File: src/rtl/seq_alu_if.sv
// Request/response bundle for seq_alu: operand request with valid/ready in,
// registered result with valid/ready out.
interface seq_alu_if #(
  parameter int WIDTH = 32
);
  logic             in_valid;
  logic             in_ready;
  logic [WIDTH-1:0] a;
  logic [WIDTH-1:0] b;
  logic [2:0]       alucontrol;
  logic             sra;
  logic             out_valid;
  logic             out_ready;
  logic [WIDTH-1:0] result;
  logic             zero;

  modport master (
    output in_valid, a, b, alucontrol, sra, out_ready,
    input  in_ready, out_valid, result, zero
  );

  modport slave (
    input  in_valid, a, b, alucontrol, sra, out_ready,
    output in_ready, out_valid, result, zero
  );
endinterface

File: src/rtl/seq_alu.sv
// Multi-cycle ALU: logic/arithmetic ops finish on the accept edge, shifts
// advance one bit per cycle in place inside the result register.
module seq_alu #(
  parameter int WIDTH = 32
) (
  input  logic      clk,
  input  logic      reset,
  seq_alu_if.slave  bus
);
  localparam int SHW = $clog2(WIDTH);

  localparam logic [2:0] ALU_ADD = 3'b000;
  localparam logic [2:0] ALU_SUB = 3'b001;
  localparam logic [2:0] ALU_SL  = 3'b010;
  localparam logic [2:0] ALU_SLT = 3'b011;
  localparam logic [2:0] ALU_XOR = 3'b100;
  localparam logic [2:0] ALU_SR  = 3'b101;
  localparam logic [2:0] ALU_OR  = 3'b110;
  localparam logic [2:0] ALU_AND = 3'b111;

  typedef enum logic [1:0] {IDLE, SHIFT, DONE} state_t;

  state_t           state_reg, state_next;
  logic [WIDTH-1:0] result_reg, result_next;
  logic [SHW-1:0]   cnt_reg, cnt_next;
  logic             left_reg, left_next;
  logic             arith_reg, arith_next;

  logic [WIDTH-1:0] alu_out;
  logic [SHW-1:0]   shamt;
  logic             is_shift;
  logic             fill_bit;

  assign shamt    = bus.b[SHW-1:0];
  assign is_shift = (bus.alucontrol == ALU_SL) || (bus.alucontrol == ALU_SR);
  assign fill_bit = arith_reg & result_reg[WIDTH-1];

  // Shift ops load the unshifted operand; the SHIFT state does the rest.
  always_comb begin
    alu_out = bus.a;
    case (bus.alucontrol)
      ALU_ADD: alu_out = bus.a + bus.b;
      ALU_SUB: alu_out = bus.a - bus.b;
      ALU_SLT: alu_out = {{(WIDTH-1){1'b0}}, ($signed(bus.a) < $signed(bus.b))};
      ALU_XOR: alu_out = bus.a ^ bus.b;
      ALU_OR:  alu_out = bus.a | bus.b;
      ALU_AND: alu_out = bus.a & bus.b;
      default: alu_out = bus.a;
    endcase
  end

  always_ff @(posedge clk or posedge reset) begin
    if (reset) begin
      state_reg  <= IDLE;
      result_reg <= '0;
      cnt_reg    <= '0;
      left_reg   <= 1'b0;
      arith_reg  <= 1'b0;
    end else begin
      state_reg  <= state_next;
      result_reg <= result_next;
      cnt_reg    <= cnt_next;
      left_reg   <= left_next;
      arith_reg  <= arith_next;
    end
  end

  always_comb begin
    state_next  = state_reg;
    result_next = result_reg;
    cnt_next    = cnt_reg;
    left_next   = left_reg;
    arith_next  = arith_reg;

    case (state_reg)
      IDLE: begin
        if (bus.in_valid) begin
          result_next = alu_out;
          left_next   = (bus.alucontrol == ALU_SL);
          arith_next  = bus.sra;
          if (is_shift && (shamt != '0)) begin
            cnt_next   = shamt;
            state_next = SHIFT;
          end else begin
            state_next = DONE;
          end
        end
      end
      SHIFT: begin
        if (left_reg)
          result_next = {result_reg[WIDTH-2:0], 1'b0};
        else
          result_next = {fill_bit, result_reg[WIDTH-1:1]};
        cnt_next = cnt_reg - SHW'(1);
        // Leaving on cnt == 1 lands out_valid exactly shamt edges after accept.
        if (cnt_reg == SHW'(1))
          state_next = DONE;
      end
      DONE: begin
        if (bus.out_ready)
          state_next = IDLE;
      end
      default: state_next = IDLE;
    endcase
  end

  assign bus.in_ready  = (state_reg == IDLE);
  assign bus.out_valid = (state_reg == DONE);
  assign bus.result    = result_reg;
  assign bus.zero      = (result_reg == '0);
endmodule
File: src/flat_wrapper.sv
// flat-port wrapper written by rule: the top's interface ports become plain ports
module seq_alu_flat 
#(
  parameter int WIDTH = 32
)
  (clk, reset, bus_in_valid, bus_a, bus_b, bus_alucontrol, bus_sra, bus_out_ready, bus_in_ready, bus_out_valid, bus_result, bus_zero);
  seq_alu_if #(.WIDTH(WIDTH)) bus_i ();
  input  logic clk;
  input  logic reset;
  input wire logic [$bits(bus_i.in_valid)-1:0] bus_in_valid;
  input wire logic [$bits(bus_i.a)-1:0] bus_a;
  input wire logic [$bits(bus_i.b)-1:0] bus_b;
  input wire logic [$bits(bus_i.alucontrol)-1:0] bus_alucontrol;
  input wire logic [$bits(bus_i.sra)-1:0] bus_sra;
  input wire logic [$bits(bus_i.out_ready)-1:0] bus_out_ready;
  output wire logic [$bits(bus_i.in_ready)-1:0] bus_in_ready;
  output wire logic [$bits(bus_i.out_valid)-1:0] bus_out_valid;
  output wire logic [$bits(bus_i.result)-1:0] bus_result;
  output wire logic [$bits(bus_i.zero)-1:0] bus_zero;
  assign bus_i.in_valid = bus_in_valid;
  assign bus_i.a = bus_a;
  assign bus_i.b = bus_b;
  assign bus_i.alucontrol = bus_alucontrol;
  assign bus_i.sra = bus_sra;
  assign bus_i.out_ready = bus_out_ready;
  assign bus_in_ready = bus_i.in_ready;
  assign bus_out_valid = bus_i.out_valid;
  assign bus_result = bus_i.result;
  assign bus_zero = bus_i.zero;
  seq_alu #(.WIDTH(WIDTH)) u_core (.clk(clk), .reset(reset), .bus(bus_i));
endmodule
File: config.mk
export PLATFORM = sky130hd
export DESIGN_NAME = seq_alu_flat
export DESIGN_NICKNAME = d
export VERILOG_FILES = /design/src/rtl/seq_alu_if.sv /design/src/rtl/seq_alu.sv /design/src/flat_wrapper.sv
export SDC_FILE = /design/constraint.sdc
export NUM_CORES = 1
export LEC_CHECK = 0
export ABC_AREA = 1
export CAP_MARGIN = 30
export CORE_ASPECT_RATIO = 1.4
export CORE_MARGIN = 2
export CORE_UTILIZATION = 44
export DETAILED_ROUTE_END_ITERATION = 10
export PLACE_DENSITY_LB_ADDON = 0.08
export SKIP_LAST_GASP = 1
export SLEW_MARGIN = 40
export SYNTH_ARGS = -nofsm -noshare
export SYNTH_HDL_FRONTEND = slang
export SYNTH_SLANG_ARGS = --single-unit
File: constraint.sdc
create_clock -name clk -period 1.75 [get_ports clk]
set_clock_uncertainty 0.05 [all_clocks]
set_input_delay 0.35 -clock clk [delete_from_list [all_inputs] [get_ports clk]]
set_output_delay 0.35 -clock clk [all_outputs]
set_load 0.01 [all_outputs]
* Word-level counts from Yosys, hierarchy flattened
Index checks and enable logic that the tools add are counted.
Cells by class: add/sub/neg operators 3, $lt $le $gt $ge 1, equal/unequal tests 14, muxes and demuxes 12, bitwise operators 4, reduce and logical (&&, ||, !) cells 11
Operator list (number):
- case mux 32 bit (6 select lines) | 1
- 2-to-1 mux 32 bit | 2
- case mux 32 bit (2 select lines) | 1
- adder 32 bit | 1
- bitwise AND 32 bit | 1
- logical NOT 32 bit | 1
- < comparator 32 bit | 1
- bitwise OR 32 bit | 1
- subtractor 32 bit | 1
- bitwise XOR 32 bit | 1
- equality test 3 bit, second input constant | 4
- 2-to-1 mux 5 bit | 2
- case mux 5 bit (2 select lines) | 1
- 2-to-1 mux 2 bit | 4
- equality test 3 x 2 -> 1 bit, second input constant | 2
- case mux 2 bit (3 select lines) | 1
- AND reduction 3 bit | 2
- equality test 5 x 1 -> 1 bit, second input constant | 1
- nonzero test 5 bit | 1
- subtractor 5 x 1 -> 5 bit, second input constant | 1
- inequality test 2 x 1 -> 1 bit, second input constant | 2
- inequality test 2 bit, second input constant | 2
- AND reduction 2 bit | 2
- equality test 3 x 1 -> 1 bit, second input constant | 1
- 8 further kinds | 8
Storage, ports and cells: register bits after elaboration 41, bits of input ports 72, output and inout port bits 35, logic and storage cells 50

* Depth between registers and ports, before layout
Gate-level depths: netlist of the first run.
depth after elaboration 6, mapped depth 20, gate-level depth less buffers 19

* Worst setup path before layout of the first run
OpenSTA, ideal clock, no wires.
path type in2reg, start point in bus_b[0], end point reg u_core.result_reg[16] (netlist: u_core.bus.result[16]), library setup time 0.124 ns, arrival 1.854 ns, data required time 1.576 ns, slack -0.277 ns, stages 13, buffers on the path 0, path through ha_1 > fa_1 > nand2_1 > nand2_1 > and2_2 > nand2_1 > nand2_1 > nand2_1 > nand3_1 > nand3_1 > nand3_1 > o21ai_1 > a21boi_1
On the way: word-level cells in the longest chain between the ends 4, elaborated cells on any way between the ends 5, classes of those cells 2 x add/sub; 3 x mux
RTL lines:
- start, declared | line flat_wrapper.sv:12 | input wire logic [$bits(bus_i.b)-1:0] bus_b;
- subtractor 32 bit / adder 32 bit (equally long branches) | line seq_alu.sv:43, seq_alu.sv:42
- case mux 32 bit (6 select lines) * | line seq_alu.sv:41 | case (bus.alucontrol)
- 2-to-1 mux 32 bit * | line seq_alu.sv:77 | if (bus.in_valid) begin
- case mux 32 bit (2 select lines) * | line seq_alu.sv:75 | case (state_reg)
- end signal, assigned | line seq_alu.sv:61 | result_reg <= result_next;
- end, declared | line seq_alu.sv:24 | logic [WIDTH-1:0] result_reg, result_next;
Mark *: on every way between the ends. The rest lies on a longest branch, timed or not. The select of a mux whose other input is x is not followed. A chain may end at the register's enable or synchronous reset.

* Final worst setup path of the first run
start point in bus_a[0], end point reg u_core.result_reg[15] (netlist: u_core.bus.result[15])
On the way: word-level cells in the longest chain between the ends 4, elaborated cells on any way between the ends 5, classes of those cells 2 x add/sub; 3 x mux
RTL lines:
- start, declared | line flat_wrapper.sv:11 | input wire logic [$bits(bus_i.a)-1:0] bus_a;
- subtractor 32 bit / adder 32 bit (equally long branches) | line seq_alu.sv:43, seq_alu.sv:42
- case mux 32 bit (6 select lines) * | line seq_alu.sv:41
- 2-to-1 mux 32 bit * | line seq_alu.sv:77
- case mux 32 bit (2 select lines) * | line seq_alu.sv:75
Marked as above.

==> parameters.txt, run 1 <==
Parameter                              Value

Outcome
  Status ... complete, but fails checks
  Violations in the final reports ... negative setup slack

Power and ir drop
  Part of the power in registers ... 0.133
  Power density normalized to cell area ... 769.9 nW/µm²
  Leakage ... 0.009058 µW
  Logic pwr share ... 0.790
  Internal Dissipation ... 6870 µW
  Maximum vdd drop ... 1465 µV
  Overall Power ... 13,770 µW
  Net switching power ... 6896 µW
  Power share of the clock group ... 0.078
  Switching power share of the total ... 0.5009

GRT
  First-pass GRT wire length ... 68.33 mm
  Global Route Usage Sum ... 0.3959
  Maximum number of pins on one net before global-route repair ... 44
  Global-route congestion overflow total ... 0
  Initial antenna violation count ... 2
  Via count of the first global-routing pass ... 13.38k

CTS
  Post-CTS clock slew at the launch and capture registers of the worst setup and hold paths ... 0.06 ns
  Latest clock arrival within the worst-skew pair ... 0.29 ns
  Htree depth ... 2
  TritonCTS clock tree ... built
  Maximum number of buffers from clock root to sink ... 2
  Count of clock tree sinks ... 41
  Number of buffers inserted by hold repair at cts ... 0
  TritonCTS Buffers ... 5
  Root buf cell ... sky130_fd_sc_hd__clkbuf_16

Routing
  Average wire per standard cell ... 23.63 µm
  Number of nets with antenna violations after detailed routing ... 0
  Routed vias/inst ... 6.247
  Final WL ... 56.82 mm
  Number of remaining DRC errors ... 0
  Detailed-router iteration count before antenna repair ... 7
  Detailed Route Iter0 Violations ... 2,065
  Vias post-DR ... 15.02k

Die
  Total I/O pin count ... 107
  X dimension of the die ... 124.9 µm
  Die Outline Area ... 21,640 µm²
  Height of the die ... 173.2 µm
  Placement row count ... 61
  Initial standard-cell utilization of the core ... 0.4502
  Core footprint ... 20,000 µm²

Final layout
  Post-route cell area ... 17,880 µm²
  Final Net Count ... 2,330
  Max FFs per register ... 32
  Final core area utilization ... 0.8942
  Post-Layout Cell Count ... 2,404
  Layout fillers ... 969
  Area Growth Syn to Fin ... 98.62%
  Antenna diode instance count ... 0
  Fraction of final layout cells sized beyond drive strength 1 ... 0.5818

Timing
  Setup TNS after final layout ... -11.84 ns
  Slew @ Worst Pin ... 0.5337 ns
  Slew margin rel. ... 0.6429
  Post-route fraction of the period consumed by the critical path ... 1.329
  Final hold violation count ... 0
  Min Clock Period, post-route ... 2.325 ns
  Count of endpoints failing setup in the final report ... 35
  Peak Freq ... 0.4300 GHz
  Setup repair after global routing missed its margin ... yes
  Final-report max-slew violation count ... 0
  Worst setup margin ... -0.5754 ns

Logic synthesis
  Count of yosys warnings during synthesis ... 0
  Dominant combinational cell family by area after synthesis ... simple AND/OR/NAND/NOR gates
  Yosys top cell by area ... sky130_fd_sc_hd__nand2_1
  Area share of xor/xnor cells in the synthesized design ... 0.0009729
  Mean Syn Cell Area ... 5.595 µm²
  Number of library cell types mapped by synthesis ... 47
  Adder and majority cell fraction of the synthesized area ... 0.1504
  Synth Cell Area ... 9002 µm²
  Multiplexer share of the synthesized area ... 0
  Post-synthesis cell count ... 1,609
  Number of register bits inferred by synthesis ... 41
  Post-synthesis compound-gate area fraction ... 0.2031
  Fraction of the mapped netlist area in simple logic gates ... 0.3683
  Portion of synthesized cell area occupied by the leading cell type ... 0.1889
  Number of synthesized flops with an enable pin ... 0
  Predominant post-synthesis flop cell ... sky130_fd_sc_hd__dfrtp_1
  Number of nets in the synthesized netlist ... 1,788
  Fraction of synthesis flops using an asynchronous set or reset pin ... 1.000
  Largest cells by area after synthesis ... sky130_fd_sc_hd__nand2_1 19%, sky130_fd_sc_hd__ha_1 15%, sky130_fd_sc_hd__inv_1 12%, sky130_fd_sc_hd__dfrtp_1 11%, sky130_fd_sc_hd__a21oi_1 7.0%
  Post-synthesis sequential area ratio ... 0.1140

Setup path
  Slowest cell on the critical path ... sky130_fd_sc_hd__o21ai_2
  Required time worst endpoint ... 1.88 ns
  Series of cell instances along the critical path ... buf_12 > inv_16 > ha_4 > buf_4 > buf_4 > o21ai_2 > buf_4 > nand3_1 > nand2_2 > nand2_4 > nand2_4 > nand2_2 > nand3_2 > nand3_2 > o21ai_2 > buf_6 > a21boi_2
  Arrival time of the worst setup path ... 2.45 ns
  Most frequent CP cell ... sky130_fd_sc_hd__buf_4
  CP max stage delay ... 0.19 ns
  Startpoint-to-endpoint class of the critical path ... primary input to register
  Critical Path Source Type ... primary input
  Worst Path Buf+Inv ... 6
  Dominant delay contributor by cell family on the critical path ... simple AND/OR/NAND/NOR gates
  Maximum fanout along the worst path ... 3
  Kind of capture point of the worst setup path ... register

Place
  Standard cell area after detailed placement ... 13,820 µm²
  I/O Buffers ... 106
  Half-perimeter wire length after placement ... 34.42 mm
  Placed Cells incl. Taps ... 2,272
  GPL Wtd Cong ... 1.065

Min path
  Worst min-delay path class ... primary input to asynchronous set/reset pin

Run
  Number of max-capacitance violations reported ... 0
-- cell families after synthesis --
family / Yosys count
compound gates: 313
xor+xnor: 1
fa+ha+maj: 107
buf+inv: 366
flops: 41
simple gates: 781
-- Yosys cell counts, drive strengths merged (11+ instances only) --
| master | count |
|---|---|
| nand2 | 465 |
| inv | 302 |
| nor2 | 136 |
| nand3 | 131 |
| a21oi | 130 |
| ha | 105 |
| o21ai | 86 |
| dfrtp | 41 |
| buf | 39 |
| clkbuf | 24 |
| o22ai | 20 |
| nand4 | 19 |
| o21bai | 17 |
| a21boi | 16 |
| nor4 | 11 |
-- power groups by stage --
stage / Combinational, µW / Sequential, µW / Clock [µW]
final: 10900 / 1830 / 1070
after global routing: 11500 / 1870 / 1120
after CTS: 9220 / 1770 / 1080
after detailed placement: 8430 / 1750 / 0
after global placement: 8330 / 1730 / 0
after floorplan: 4050 / 2010 / 0
-- worst paths after layout --
| check | start | endpoint | slack, ns | cells past startpoint |
|---|---|---|---|---|
| worst min-delay path | reset | u_core.state_reg[1] | 0.37 | 3 |
| worst max-delay path | bus_a[0] | u_core.bus.result[15] | -0.58 | 17 |
| min in group clk | bus_b[3] | u_core.cnt_reg[3] | 0.45 | 4 |
| max in group asynchronous | reset | u_core.bus.result[25] | 1.07 | 3 |
| worst max register to register | u_core.state_reg[0] | u_core.cnt_reg[4] | 0.04 | 10 |
| worst min register to register | u_core.arith_reg | u_core.arith_reg | 0.47 | 2 |
-- layout make-up --
type                            instances  area [µm²]  area share
Clock buffer                            6       128.9    0.007207
Clock inverter                          2       38.79    0.002169
Inverter                              303        1311     0.07333
Multi-Input combinational cell       1202        9704      0.5427
Sequential cell                        41        1026     0.05738
Tap cell                              252       315.3     0.01763
Timing Repair Buffer                  598        5356      0.2996
-- per-stage QoR --
stage	hold WS (ns)	worst slack [ns]
6_report	0.3674	-0.5754
5_1_grt	0.3968	-0.7494
4_1_cts	0.3693	-0.3324
3_5_place_dp	0.4335	-1.151
3_3_place_gp	0.4288	-1.147
2_1_floorplan	0.3927	-0.1647
-- worst register-to-register path: cells and delay by family, from the launching register on --
family | cells | cell delay [ns]
buffers and inverters | 2 | 0.30
AO/OA/AOI/OAI | 4 | 0.46
AND/OR/NAND/NOR | 4 | 0.34
flip-flops | 1 | 0.43
-- timing repair --
| action | 4_1_cts | 5_1_grt |
|---|---|---|
| setup buffers | 64 | 67 |
| resized for setup | 633 | 475 |
| gates cloned | 0 | 1 |
| pin swaps | 241 | 292 |
| setup endpoints to repair | 42 | 52 |
-- placed cells by master, fill, tap and decap left out, types with 12 or more instances in the layout --
cell type	instances
sky130_fd_sc_hd__buf_6	91
sky130_fd_sc_hd__nand3_1	60
sky130_fd_sc_hd__inv_1	179
sky130_fd_sc_hd__o21ai_2	19
sky130_fd_sc_hd__a21oi_4	23
sky130_fd_sc_hd__nand2_2	148
sky130_fd_sc_hd__nor2_1	45
sky130_fd_sc_hd__ha_2	19
sky130_fd_sc_hd__a21oi_2	33
sky130_fd_sc_hd__a21oi_1	74
sky130_fd_sc_hd__o21ai_1	14
sky130_fd_sc_hd__inv_4	35
sky130_fd_sc_hd__nor2_2	32
sky130_fd_sc_hd__ha_4	40
sky130_fd_sc_hd__ha_1	46
sky130_fd_sc_hd__nor2_4	59
sky130_fd_sc_hd__buf_8	12
sky130_fd_sc_hd__clkdlybuf4s50_1	20
sky130_fd_sc_hd__nand2_1	247
sky130_fd_sc_hd__o21ai_0	52
sky130_fd_sc_hd__buf_4	405
sky130_fd_sc_hd__inv_2	75
sky130_fd_sc_hd__buf_12	25
sky130_fd_sc_hd__nand2_4	67
sky130_fd_sc_hd__nand4_1	19
sky130_fd_sc_hd__nand3_2	52
sky130_fd_sc_hd__o22ai_1	20
sky130_fd_sc_hd__nand3_4	19
sky130_fd_sc_hd__dlymetal6s2s_1	17
sky130_fd_sc_hd__dfrtp_1	41
-- per-layer routing --
| metal | wire (µm) | share of wire | vias to the layer above | track usage |
|---|---|---|---|---|
| li1 | - | - | 6239 | - |
| met2 | 26210 | 0.46 | 1254 | 0.7136 |
| met4 | 7291 | 0.13 | 0 | 0.3083 |
| met1 | 17490 | 0.31 | 6897 | 0.4142 |
| met3 | 5824 | 0.10 | 627 | 0.04784 |
| met5 | 0 | 0 | - | 0 |
(Power assumes the default switching activity.)
==> inputs of run 2 (changes only) <==
--- a/config.mk
+++ b/config.mk
@@ -12,6 +12,7 @@
 export CORE_UTILIZATION = 44
 export DETAILED_ROUTE_END_ITERATION = 10
 export PLACE_DENSITY_LB_ADDON = 0.08
+export SETUP_SLACK_MARGIN = 0.02
 export SKIP_LAST_GASP = 1
 export SLEW_MARGIN = 40
 export SYNTH_ARGS = -nofsm -noshare
==> run 2 against run 1 <==
The run still ends with negative setup slack left; design area fell by 3.3%; core utilization is 3.0 points lower; power rose by 0.18%; fmax rose by 3.1%; combinational power about the same; highest routed layer unchanged; die area unchanged.
==> parameters.txt, run 2 (synthesis gave the netlist of run 1 again) <==
Parameter                              Value

Outcome
  Status ... complete, but fails checks (unchanged)
  Violations in the final reports ... negative setup slack (unchanged)

Final layout
  Antenna diode instance count ... 0 (unchanged)
  Max FFs per register ... 32 (unchanged)
  Most common cell after layout, fill and taps aside ... sky130_fd_sc_hd__buf_4 (unchanged)
  Fraction of final layout cells sized beyond drive strength 1 ... 0.5626 (was 0.5818)
  Area of the multi-input gates ... 9565 µm² (was 9704 µm²)
  Layout fillers ... 1,125 (was 969)
  Most used cells in the layout excluding fill and tap cells ... 408 x sky130_fd_sc_hd__buf_4, 256 x sky130_fd_sc_hd__nand2_1, 184 x sky130_fd_sc_hd__inv_1, 138 x sky130_fd_sc_hd__nand2_2, 87 x sky130_fd_sc_hd__inv_2 (was 405 x sky130_fd_sc_hd__buf_4, 247 x sky130_fd_sc_hd__nand2_1, 179 x sky130_fd_sc_hd__inv_1, 148 x sky130_fd_sc_hd__nand2_2, 91 x sky130_fd_sc_hd__buf_6)
  Area Growth Syn to Fin ... 92.04% (was 98.62%)
  Post-route cell area ... 17,290 µm² (was 17,880 µm²)
  Final Net Count ... 2,311 (was 2,330)
  FF/Latch Area ... 1026 µm² (unchanged)

Setup path
  Startpoint-to-endpoint class of the critical path ... primary input to register (unchanged)
  Maximum fanout along the worst path ... 7 (was 3)
  Arrival time of the worst setup path ... 2.39 ns (was 2.45 ns)
  Required time worst endpoint ... 1.89 ns (was 1.88 ns)
  Kind of capture point of the worst setup path ... register (unchanged)
  Slack of the worst reg-to-reg path ... -0.27 ns (was 0.04 ns)
  Critical Path Source Type ... primary input (unchanged)

Timing
  Post-route fraction of the period consumed by the critical path ... 1.289 (was 1.329)
  Peak Freq ... 0.4433 GHz (was 0.4300 GHz)
  Final-report max-slew violation count ... 0 (unchanged)
  Slew @ Worst Pin ... 0.7321 ns (was 0.5337 ns)
  Setup repair after global routing missed its margin ... yes (unchanged)
  Min Clock Period, post-route ... 2.256 ns (was 2.325 ns)
  Count of endpoints failing setup in the final report ... 35 (unchanged)
  Final hold violation count ... 0 (unchanged)
  Worst setup margin ... -0.5059 ns (was -0.5754 ns)
  Slew margin rel. ... 0.5119 (was 0.6429)

Routing
  Final WL ... 54.59 mm (was 56.82 mm)
  Vias post-DR ... 14.52k (was 15.02k)
  Detailed Route Iter0 Violations ... 1,631 (was 2,065)
  Routed vias/inst ... 6.086 (was 6.247)
  Detailed-router iteration count before antenna repair ... 7 (unchanged)
  Average wire per standard cell ... 22.89 µm (was 23.63 µm)
  Number of remaining DRC errors ... 0 (unchanged)
  Number of nets with antenna violations after detailed routing ... 0 (unchanged)

Place
  Worst setup slack before clock tree synthesis ... -1.234 ns (was -1.151 ns)
  Standard cell area after detailed placement ... 13,690 µm² (was 13,820 µm²)
  I/O Buffers ... 106 (unchanged)
  GPL Wtd Cong ... 1.029 (was 1.065)
  Half-perimeter wire length after placement ... 34.84 mm (was 34.42 mm)

Min path
  Worst min-delay path class ... primary input to asynchronous set/reset pin (unchanged)

GRT
  First-pass GRT wire length ... 70.75 mm (was 68.33 mm)
  Global Route Usage Sum ... 0.4093 (was 0.3959)
  Initial antenna violation count ... 0 (was 2)
  Via count of the first global-routing pass ... 13.70k (was 13.38k)
  Global-route congestion overflow total ... 0 (unchanged)
  Maximum number of pins on one net before global-route repair ... 43 (was 44)

Die
  Total I/O pin count ... 107 (unchanged)
  X dimension of the die ... 124.9 µm (unchanged)
  Die Outline Area ... 21,640 µm² (unchanged)
  Core footprint ... 20,000 µm² (unchanged)
  Initial standard-cell utilization of the core ... 0.4502 (unchanged)
  Height of the die ... 173.2 µm (unchanged)
  Placement row count ... 61 (unchanged)

Power and ir drop
  Leakage ... 0.008857 µW (was 0.009058 µW)
  Maximum vdd drop ... 1817 µV (was 1465 µV)
  Power density normalized to cell area ... 797.7 nW/µm² (was 769.9 nW/µm²)

Run
  Number of max-capacitance violations reported ... 0 (unchanged)

CTS
  Number of buffers inserted by hold repair at cts ... 0 (unchanged)
  TritonCTS Buffers ... 5 (unchanged)
  Maximum number of buffers from clock root to sink ... 2 (unchanged)
  Count of clock tree sinks ... 41 (unchanged)
  TritonCTS clock tree ... built (unchanged)
  Root buf cell ... sky130_fd_sc_hd__clkbuf_16 (unchanged)
  Latest clock arrival within the worst-skew pair ... 0.30 ns (was 0.29 ns)
  Post-CTS clock slew at the launch and capture registers of the worst setup and hold paths ... 0.07 ns (was 0.06 ns)
  Htree depth ... 2 (unchanged)
==> run 2: changes by cell type in the layout (fill, tap and decap cells not counted), sizes merged <==
cell and delta:
buf -17, dlygate4sd2 +3, clkdlybuf4s15 -1, clkbuf +1, bufinv -1, clkinv +2, dlymetal6s2s +2, clkdlybuf4s50 -8
==> run 2: what timing repair did <==
item / 4_1_cts / 5_1_grt
pin swaps: 254 / 184
gates cloned: 0 / 1
setup buffers: 86 / 53
endpoints found under the setup margin: 49 / 55
gates resized for setup: 691 / 317
endpoints found under the hold margin: 0 / 0
==> run 2: worst paths after layout <==
check / startpoint / end / cells after the start
min in group clk: bus_a[2] / u_core.bus.result[2] / 4
max: bus_a[9] / u_core.bus.result[18] / 16
max in group asynchronous: reset / u_core.bus.result[24] / 3
max reg2reg: u_core.state_reg[0] / u_core.bus.result[18] / 9
min reg2reg: u_core.bus.result[12] / u_core.bus.result[12] / 3
min: reset / u_core.state_reg[1] / 3
==> run 2: layer usage <==
| layer | track usage | share of wire | vias to the layer above |
|---|---|---|---|
| li1 | - | - | 6205 |
| met1 | 0.4245 | 0.31 | 6638 |
| met2 | 0.7313 | 0.46 | 1145 |
| met3 | 0.05031 | 0.099 | 528 |
| met4 | 0.3398 | 0.13 | 0 |
| met5 | 0 | 0 | - |
==> run 2: where the power goes <==
| part | leakage, µW | switching, µW | internal (µW) |
|---|---|---|---|
| clock | 0.0000738 | 445 | 532 |
| sequential | 0.000483 | 379 | 1450 |
| combinational | 0.00830 | 6280 | 4710 |
| total | 0.00886 | 7100 | 6690 |
==> run 2: per-stage QoR <==
| stage | cells | setup TNS, ns | utilization | power [µW] | hold WS [ns] |
|---|---|---|---|---|---|
| 2_1_floorplan | 1609 | -1.836 | - | 6067 | 0.3927 |
| 3_3_place_gp | 2248 | -35.05 | 0.6848 | 10120 | 0.4525 |
| 3_5_place_dp | 2248 | -36.63 | 0.6848 | 10290 | 0.4856 |
| 4_1_cts | 2337 | -5.772 | 0.7931 | 12130 | 0.3780 |
| 5_1_grt | 2385 | -12.57 | 0.8645 | 14380 | 0.4338 |
| 6_report | 2385 | -10.30 | 0.8645 | 13790 | 0.3770 |
==> run 2: worst max-delay path: stages <==
cell                      delay [ns]
sky130_fd_sc_hd__buf_2          0.11
sky130_fd_sc_hd__inv_2          0.05
sky130_fd_sc_hd__ha_4           0.38
sky130_fd_sc_hd__inv_4          0.07
sky130_fd_sc_hd__a21oi_1        0.47
sky130_fd_sc_hd__nand2_2        0.15
sky130_fd_sc_hd__inv_1          0.12
sky130_fd_sc_hd__nand2_2        0.09
sky130_fd_sc_hd__nand2_1        0.09
sky130_fd_sc_hd__nand3_1        0.06
sky130_fd_sc_hd__nand3_1        0.10
sky130_fd_sc_hd__nand3_2        0.08
sky130_fd_sc_hd__nand2_2        0.10
sky130_fd_sc_hd__nand2_1        0.07
sky130_fd_sc_hd__nand2_1        0.05
sky130_fd_sc_hd__nand2_1        0.05
==> run 2: cell type report <==
type,instances,area share
clock inverters,3,0.001303
inverters,303,0.07281
repair buffers,579,0.2878
clock buffers,5,0.007237
multi-input cells,1202,0.5533
flip-flops and latches,41,0.05935
well taps,252,0.01824
